### src/rtl/prefetch_queue.sv
// prefetch_queue: credit-limited instruction prefetcher with a serial address
// link (tx) and a serial response link (rx) feeding a small FIFO.
// Optional feature macro: PREFETCH_FLUSH_STATS_EN adds a saturating
// flush_count output that counts responses discarded after a jump.
module prefetch_queue #(
  parameter int IO_BITS        = 2,
  parameter int PAYLOAD_CYCLES = 8,
  parameter int DEPTH          = 2,
  parameter int ADDR_STEP      = 2,
  parameter int RESET_PC       = 0
) (
  input  logic                              clk,
  input  logic                              reset_n,
  output logic [IO_BITS*PAYLOAD_CYCLES-1:0] inst,
  output logic                              inst_valid,
  input  logic                              inst_ready,
  input  logic                              jump,
  input  logic [IO_BITS*PAYLOAD_CYCLES-1:0] jump_pc,
  output logic                              tx_command_valid,
  input  logic                              tx_command_started,
  output logic [IO_BITS-1:0]                tx_data,
  input  logic                              tx_data_next,
  input  logic                              rx_data_valid,
  input  logic [IO_BITS-1:0]                rx_pins,
  input  logic                              rx_done
`ifdef PREFETCH_FLUSH_STATS_EN
  ,
  output logic [15:0]                       flush_count
`endif
);
  localparam int INST_BITS = IO_BITS * PAYLOAD_CYCLES;
  localparam int PC_BITS   = INST_BITS;
  localparam int CW        = $clog2(DEPTH + 1);
  localparam int PW        = (DEPTH > 1) ? $clog2(DEPTH) : 1;
  localparam int TW        = (PAYLOAD_CYCLES > 1) ? $clog2(PAYLOAD_CYCLES) : 1;

  logic [CW-1:0]        count_q, count_d, inflight_q, inflight_d, discard_q, discard_d;
  logic [PW-1:0]        rd_ptr_q, rd_ptr_d, wr_ptr_q, wr_ptr_d;
  logic [PC_BITS-1:0]   fetch_pc_q, fetch_pc_d;
  logic [PC_BITS-1:0]   tx_shift_q, tx_shift_d;
  logic [TW-1:0]        tx_cnt_q, tx_cnt_d;
  logic                 tx_busy_q, tx_busy_d;
  logic [INST_BITS-1:0] rx_shift_q, rx_shift_d;
  logic [INST_BITS-1:0] mem_q [DEPTH];
  logic [INST_BITS-1:0] rx_word;
  logic [CW:0]          credit_sum;
  logic                 push, pop, drop;

  // Circular pointer advance that also handles non-power-of-two depths.
  function automatic logic [PW-1:0] next_ptr(input logic [PW-1:0] p);
    return (p == PW'(DEPTH - 1)) ? '0 : p + PW'(1);
  endfunction

  // The final slice is taken straight from the pins so a word can be pushed
  // in the same cycle its last slice arrives.
  assign rx_word    = {rx_pins, rx_shift_q[INST_BITS-1:IO_BITS]};
  assign push       = rx_done && (discard_q == '0);
  assign drop       = rx_done && (discard_q != '0);
  assign inst_valid = (count_q != '0);
  assign pop        = inst_valid && inst_ready;
  assign inst       = mem_q[rd_ptr_q];
  assign tx_data    = tx_shift_q[IO_BITS-1:0];

  // Requests are offered only while a queue slot is guaranteed for the answer.
  always_comb begin
    credit_sum       = {1'b0, inflight_q} + {1'b0, count_q};
    tx_command_valid = reset_n && (credit_sum < (CW+1)'(DEPTH)) && !tx_busy_q && !jump;
  end

  // FIFO occupancy and pointers; a jump flushes after any same-cycle pop.
  always_comb begin
    count_d  = count_q;
    rd_ptr_d = rd_ptr_q;
    wr_ptr_d = wr_ptr_q;
    if (push) wr_ptr_d = next_ptr(wr_ptr_q);
    if (pop)  rd_ptr_d = next_ptr(rd_ptr_q);
    case ({push, pop})
      2'b10:   count_d = count_q + CW'(1);
      2'b01:   count_d = count_q - CW'(1);
      default: count_d = count_q;
    endcase
    if (jump) begin
      count_d  = '0;
      rd_ptr_d = '0;
      wr_ptr_d = '0;
    end
  end

  // Outstanding-request and discard bookkeeping; responses to requests issued
  // before a jump are counted off here and dropped.
  always_comb begin
    case ({tx_command_started, rx_done})
      2'b10:   inflight_d = inflight_q + CW'(1);
      2'b01:   inflight_d = inflight_q - CW'(1);
      default: inflight_d = inflight_q;
    endcase
    discard_d = discard_q;
    if (drop) discard_d = discard_q - CW'(1);
    if (jump) discard_d = inflight_d;
  end

  // Fetch address and the address serializer.
  always_comb begin
    fetch_pc_d = fetch_pc_q;
    tx_shift_d = tx_shift_q;
    tx_cnt_d   = tx_cnt_q;
    tx_busy_d  = tx_busy_q;
    if (tx_command_started) begin
      fetch_pc_d = fetch_pc_q + PC_BITS'(ADDR_STEP);
      tx_shift_d = fetch_pc_q;
      tx_cnt_d   = '0;
      tx_busy_d  = 1'b1;
    end else if (tx_data_next && tx_busy_q) begin
      tx_shift_d = tx_shift_q >> IO_BITS;
      tx_cnt_d   = tx_cnt_q + TW'(1);
      if (tx_cnt_q == TW'(PAYLOAD_CYCLES - 1)) tx_busy_d = 1'b0;
    end
    if (jump) fetch_pc_d = jump_pc;
  end

  // Response deserializer: slices enter at the MSB end, LSB slice first.
  always_comb begin
    rx_shift_d = rx_shift_q;
    if (rx_data_valid) rx_shift_d = rx_word;
  end

  // Control state, cleared asynchronously.
  always_ff @(posedge clk or negedge reset_n) begin
    if (!reset_n) begin
      count_q    <= '0;
      inflight_q <= '0;
      discard_q  <= '0;
      rd_ptr_q   <= '0;
      wr_ptr_q   <= '0;
      fetch_pc_q <= PC_BITS'(RESET_PC);
      tx_cnt_q   <= '0;
      tx_busy_q  <= 1'b0;
    end else begin
      count_q    <= count_d;
      inflight_q <= inflight_d;
      discard_q  <= discard_d;
      rd_ptr_q   <= rd_ptr_d;
      wr_ptr_q   <= wr_ptr_d;
      fetch_pc_q <= fetch_pc_d;
      tx_cnt_q   <= tx_cnt_d;
      tx_busy_q  <= tx_busy_d;
    end
  end

  // Datapath storage is left unreset; valids qualify it.
  always_ff @(posedge clk) begin
    tx_shift_q <= tx_shift_d;
    rx_shift_q <= rx_shift_d;
    if (push) mem_q[wr_ptr_q] <= rx_word;
  end

`ifdef PREFETCH_FLUSH_STATS_EN
  logic [15:0] flush_count_q, flush_count_d;

  // Saturating count of discarded responses.
  always_comb begin
    flush_count_d = flush_count_q;
    if (drop && (flush_count_q != 16'hFFFF)) flush_count_d = flush_count_q + 16'd1;
  end

  // Statistics register.
  always_ff @(posedge clk or negedge reset_n) begin
    if (!reset_n) flush_count_q <= '0;
    else          flush_count_q <= flush_count_d;
  end

  assign flush_count = flush_count_q;
`else
  // Statistics counter not built; discards are still tracked by discard_q.
`endif

endmodule

### config.mk
export PLATFORM = sky130hd
export DESIGN_NAME = prefetch_queue
export DESIGN_NICKNAME = d
export VERILOG_FILES = /design/src/rtl/prefetch_queue.sv
export SDC_FILE = /design/constraint.sdc
export NUM_CORES = 1
export LEC_CHECK = 0
export CORE_UTILIZATION = 55
export DETAILED_ROUTE_END_ITERATION = 10
export GPL_TIMING_DRIVEN = 0
export PLACE_DENSITY = 0.79
export SLEW_MARGIN = 20
export SYNTH_ARGS = -nofsm -noshare
export SYNTH_HDL_FRONTEND = slang
export SYNTH_SLANG_ARGS = --single-unit
### constraint.sdc
create_clock -name clk -period 2.9 [get_ports clk]
set_input_delay 0.29 -clock clk [delete_from_list [all_inputs] [get_ports clk]]
set_output_delay 0.29 -clock clk [all_outputs]
set_load 0.02 [all_outputs]
==> out/qor.txt <==
DIE WIDTH - 84.94 um
Total Power - 0.003125 W
# DRC - 2
final-report max-slew violation count - 0
reg2reg start - discard_q[0]
Antenna Violating Nets Remaining - 0
Hold Crit Start - rx_shift_q[2]
Seq/Total Area, Yosys - 67.72%
Worst setup SP type - flop
pre-CTS setup slack - 0.6106 ns
DPL Wire Length - 4.221 mm
clk_lat worst skew - 0.36 ns
Post-CTS Setup Inserts - 0
area of the die - 0.007215 mm^2
combinational power share - 19.7%
power share of the sequential group - 52.8%
Netlist Area Pre-Place - 0.003784 mm^2
clk root buf - clkbuf_8
LEAKAGE - 1.680 nW
number of flops mapped to enable cells by yosys - 62
WS Path Type - reg -> out
routability congestion estimate - 0.8237
area grow syn2layout - 19.71%
# setup viols final - 0
row count - 29
WP data required - 2.61 ns
synth warn - 0
IO Pins - 46
Hold Path Class - reg -> reg
top-area cell type share of the netlist area - 49.21%
final WL - 6.285 mm
Main synth FF type - edfxtp_1
DR pass1 iterations - 7
GRT Util Overall - 19.63%
DR vias - 2154
core footprint - 0.006495 mm^2
reg-to-reg slack, setup - 1.07 ns
number of fill cells - 447
CTS resizes - 0
RSZ-0062 raised after global routing - false
first-pass GRT wire length - 10.41 mm
internal power - 0.002277 W
Vias/cell - 5.439
CTS tree - done
Final Util - 69.74%
synthesized area per cell - 14.67 um^2
Critical Path End Type - primary output
Inserted Clock Buffers - 9
Final WS setup - 0.2160 ns
die height - 84.94 um
power density cells - 690.0 mW/mm^2
nets - 346
sw frac - 27.16%
net switching power - 0.0008488 W
initial antenna violation count - 0
vias in the first global route - 2171
worst path arrival time - 2.39 ns
clk slew on worst S/H paths - 0.09 ns
Max IR drop VDD - 533.4 uV
Tmin final - 2.684 ns
Buffers on Ports - 44
Max Clock Freq - 372.6 MHz
largest net degree at the start of global routing - 30
initial core utilization - 58.25%
Critical Path Start - count_q[0]
leading area contributor after synthesis - edfxtp_1
synth unique cells - 32
Clk pwr share - 27.4%
failing checks - design-rule violations
Post-CTS Hold Fix Bufs - 1
gr ovfl total - 0
Async S/R FF share, synth - 31.11%
Worst-Margin Slew - 0.9136 ns
diode count - 0
largest buffer count on any clock path - 2
total of max-cap violations - 0
Synth area leaders - edfxtp_1 (49%), dfrtp_1 (19%), mux2_2 (9.8%)
Slew headroom - 39.03%
Iteration-0 DRC Markers - 85
htree depth - 3
status - finished, violations left
Syn Nets - 290
wire length per cell - 15.87 um
share of cells above drive strength 1 - 20.69%
Post-Layout Inst Area - 0.004529 mm^2
synthesized instance count - 258
clock skew - 0.008080 ns
Fin. Hold Viols - 0
Clock Sinks - 90
synthesized flop and latch total - 90
final clock period utilization by the worst path - 92.55%
setup TNS - 0 ns
dpl cell area - 0.004318 mm^2
CP Max Fanout - 6
## synth_stat cells (all sizes together), types with 2 or more instances
library cell and count:
o21ai 17, dfrtp 28, clkbuf 4, xnor2 13, nand3 5, xor2 9, nor4 4, nor3 4
and3 2, ha 5, edfxtp 62, nand4 6, mux2 33, a21oi 5, nor2 8, nand2 28
inv 5, nor2b 2, buf 8, and2 5
## per-layer routing
metal / global-route usage (%) / part of all wire, %
met1: 25.54 / 45
met5: 0 / 0
met4: 8.937 / 1.6
met2: 31.52 / 50
met3: 4.767 / 4.2
## stage by stage
stage | cells | hold slack, ns
after global routing | 396 | 0.4803
after detailed placement | 379 | 0.3694
after CTS | 396 | 0.4534
after floorplan | 258 | -0.005591
after global placement | 379 | 0.4232
final | 396 | 0.4642
## cell type report
class	count	area [um^2]	area share [%]
buffer	12	58.81	1.298
clock buffer	9	123.9	2.735
clock inverter	7	77.57	1.713
inverter	5	18.77	0.4144
multi-input combinational	151	1146	25.30
sequential	90	2562	56.57
tap	77	96.34	2.127
timing repair buffer	45	445.4	9.834
## registers in the layout, summed over array words and instances (netlist names), 2 cells and up
name,count
inflight_q,2
mem_q,32
discard_q,2
tx_shift_q,16
tx_cnt_q,3
rx_shift_q,14
count_q,2
fetch_pc_q,16
## cell usage in the layout (no fill, tap or decap), types with 6 or more instances in the layout
cell	count
buf_2	6
clkbuf_8	9
clkdlybuf4s50_1	43
dfrtp_1	28
edfxtp_1	62
mux2_2	33
nand2_1	28
nor2_1	7
o21ai_0	16
xnor2_1	13
xor2_1	9
## path summary, 6_finish.rpt
check,endpoint,cells after the start
max in group asynchronous,inflight_q[0],2
worst min register to register,mem_q[1][0],0
min in group asynchronous,tx_cnt_q[0],2
worst max register to register,mem_q[0][7],4
worst max-delay path,tx_command_valid,5
worst min-delay path,mem_q[1][0],0
## logic make-up after synthesis
family / synth area share, %
AO/OA/AOI/OAI: 3.174
multiplexers: 10.09
AND/OR/NAND/NOR: 9.690
flip-flops: 67.72
adder cells (fa/ha/maj): 2.183
XOR/XNOR: 5.093
buffers and inverters: 2.050
## power groups by stage
stage          sequential, W  clock [W]  combinational, W
6_report             0.00165   0.000857          0.000617
5_1_grt              0.00167   0.000925          0.000678
4_1_cts              0.00165   0.000876          0.000625
3_5_place_dp         0.00168          0          0.000621
3_3_place_gp         0.00167          0          0.000605
2_1_floorplan        0.00165          0          0.000397
## critical path, cell delays in order, from the launching register on
cell	delay, ns
dfrtp_1	0.44
and2_1	0.18
fa_1	0.43
nor4_1	0.22
and2_1	0.17
clkdlybuf4s50_1	0.60
No activity file was read; power rests on OpenSTA's default activity.
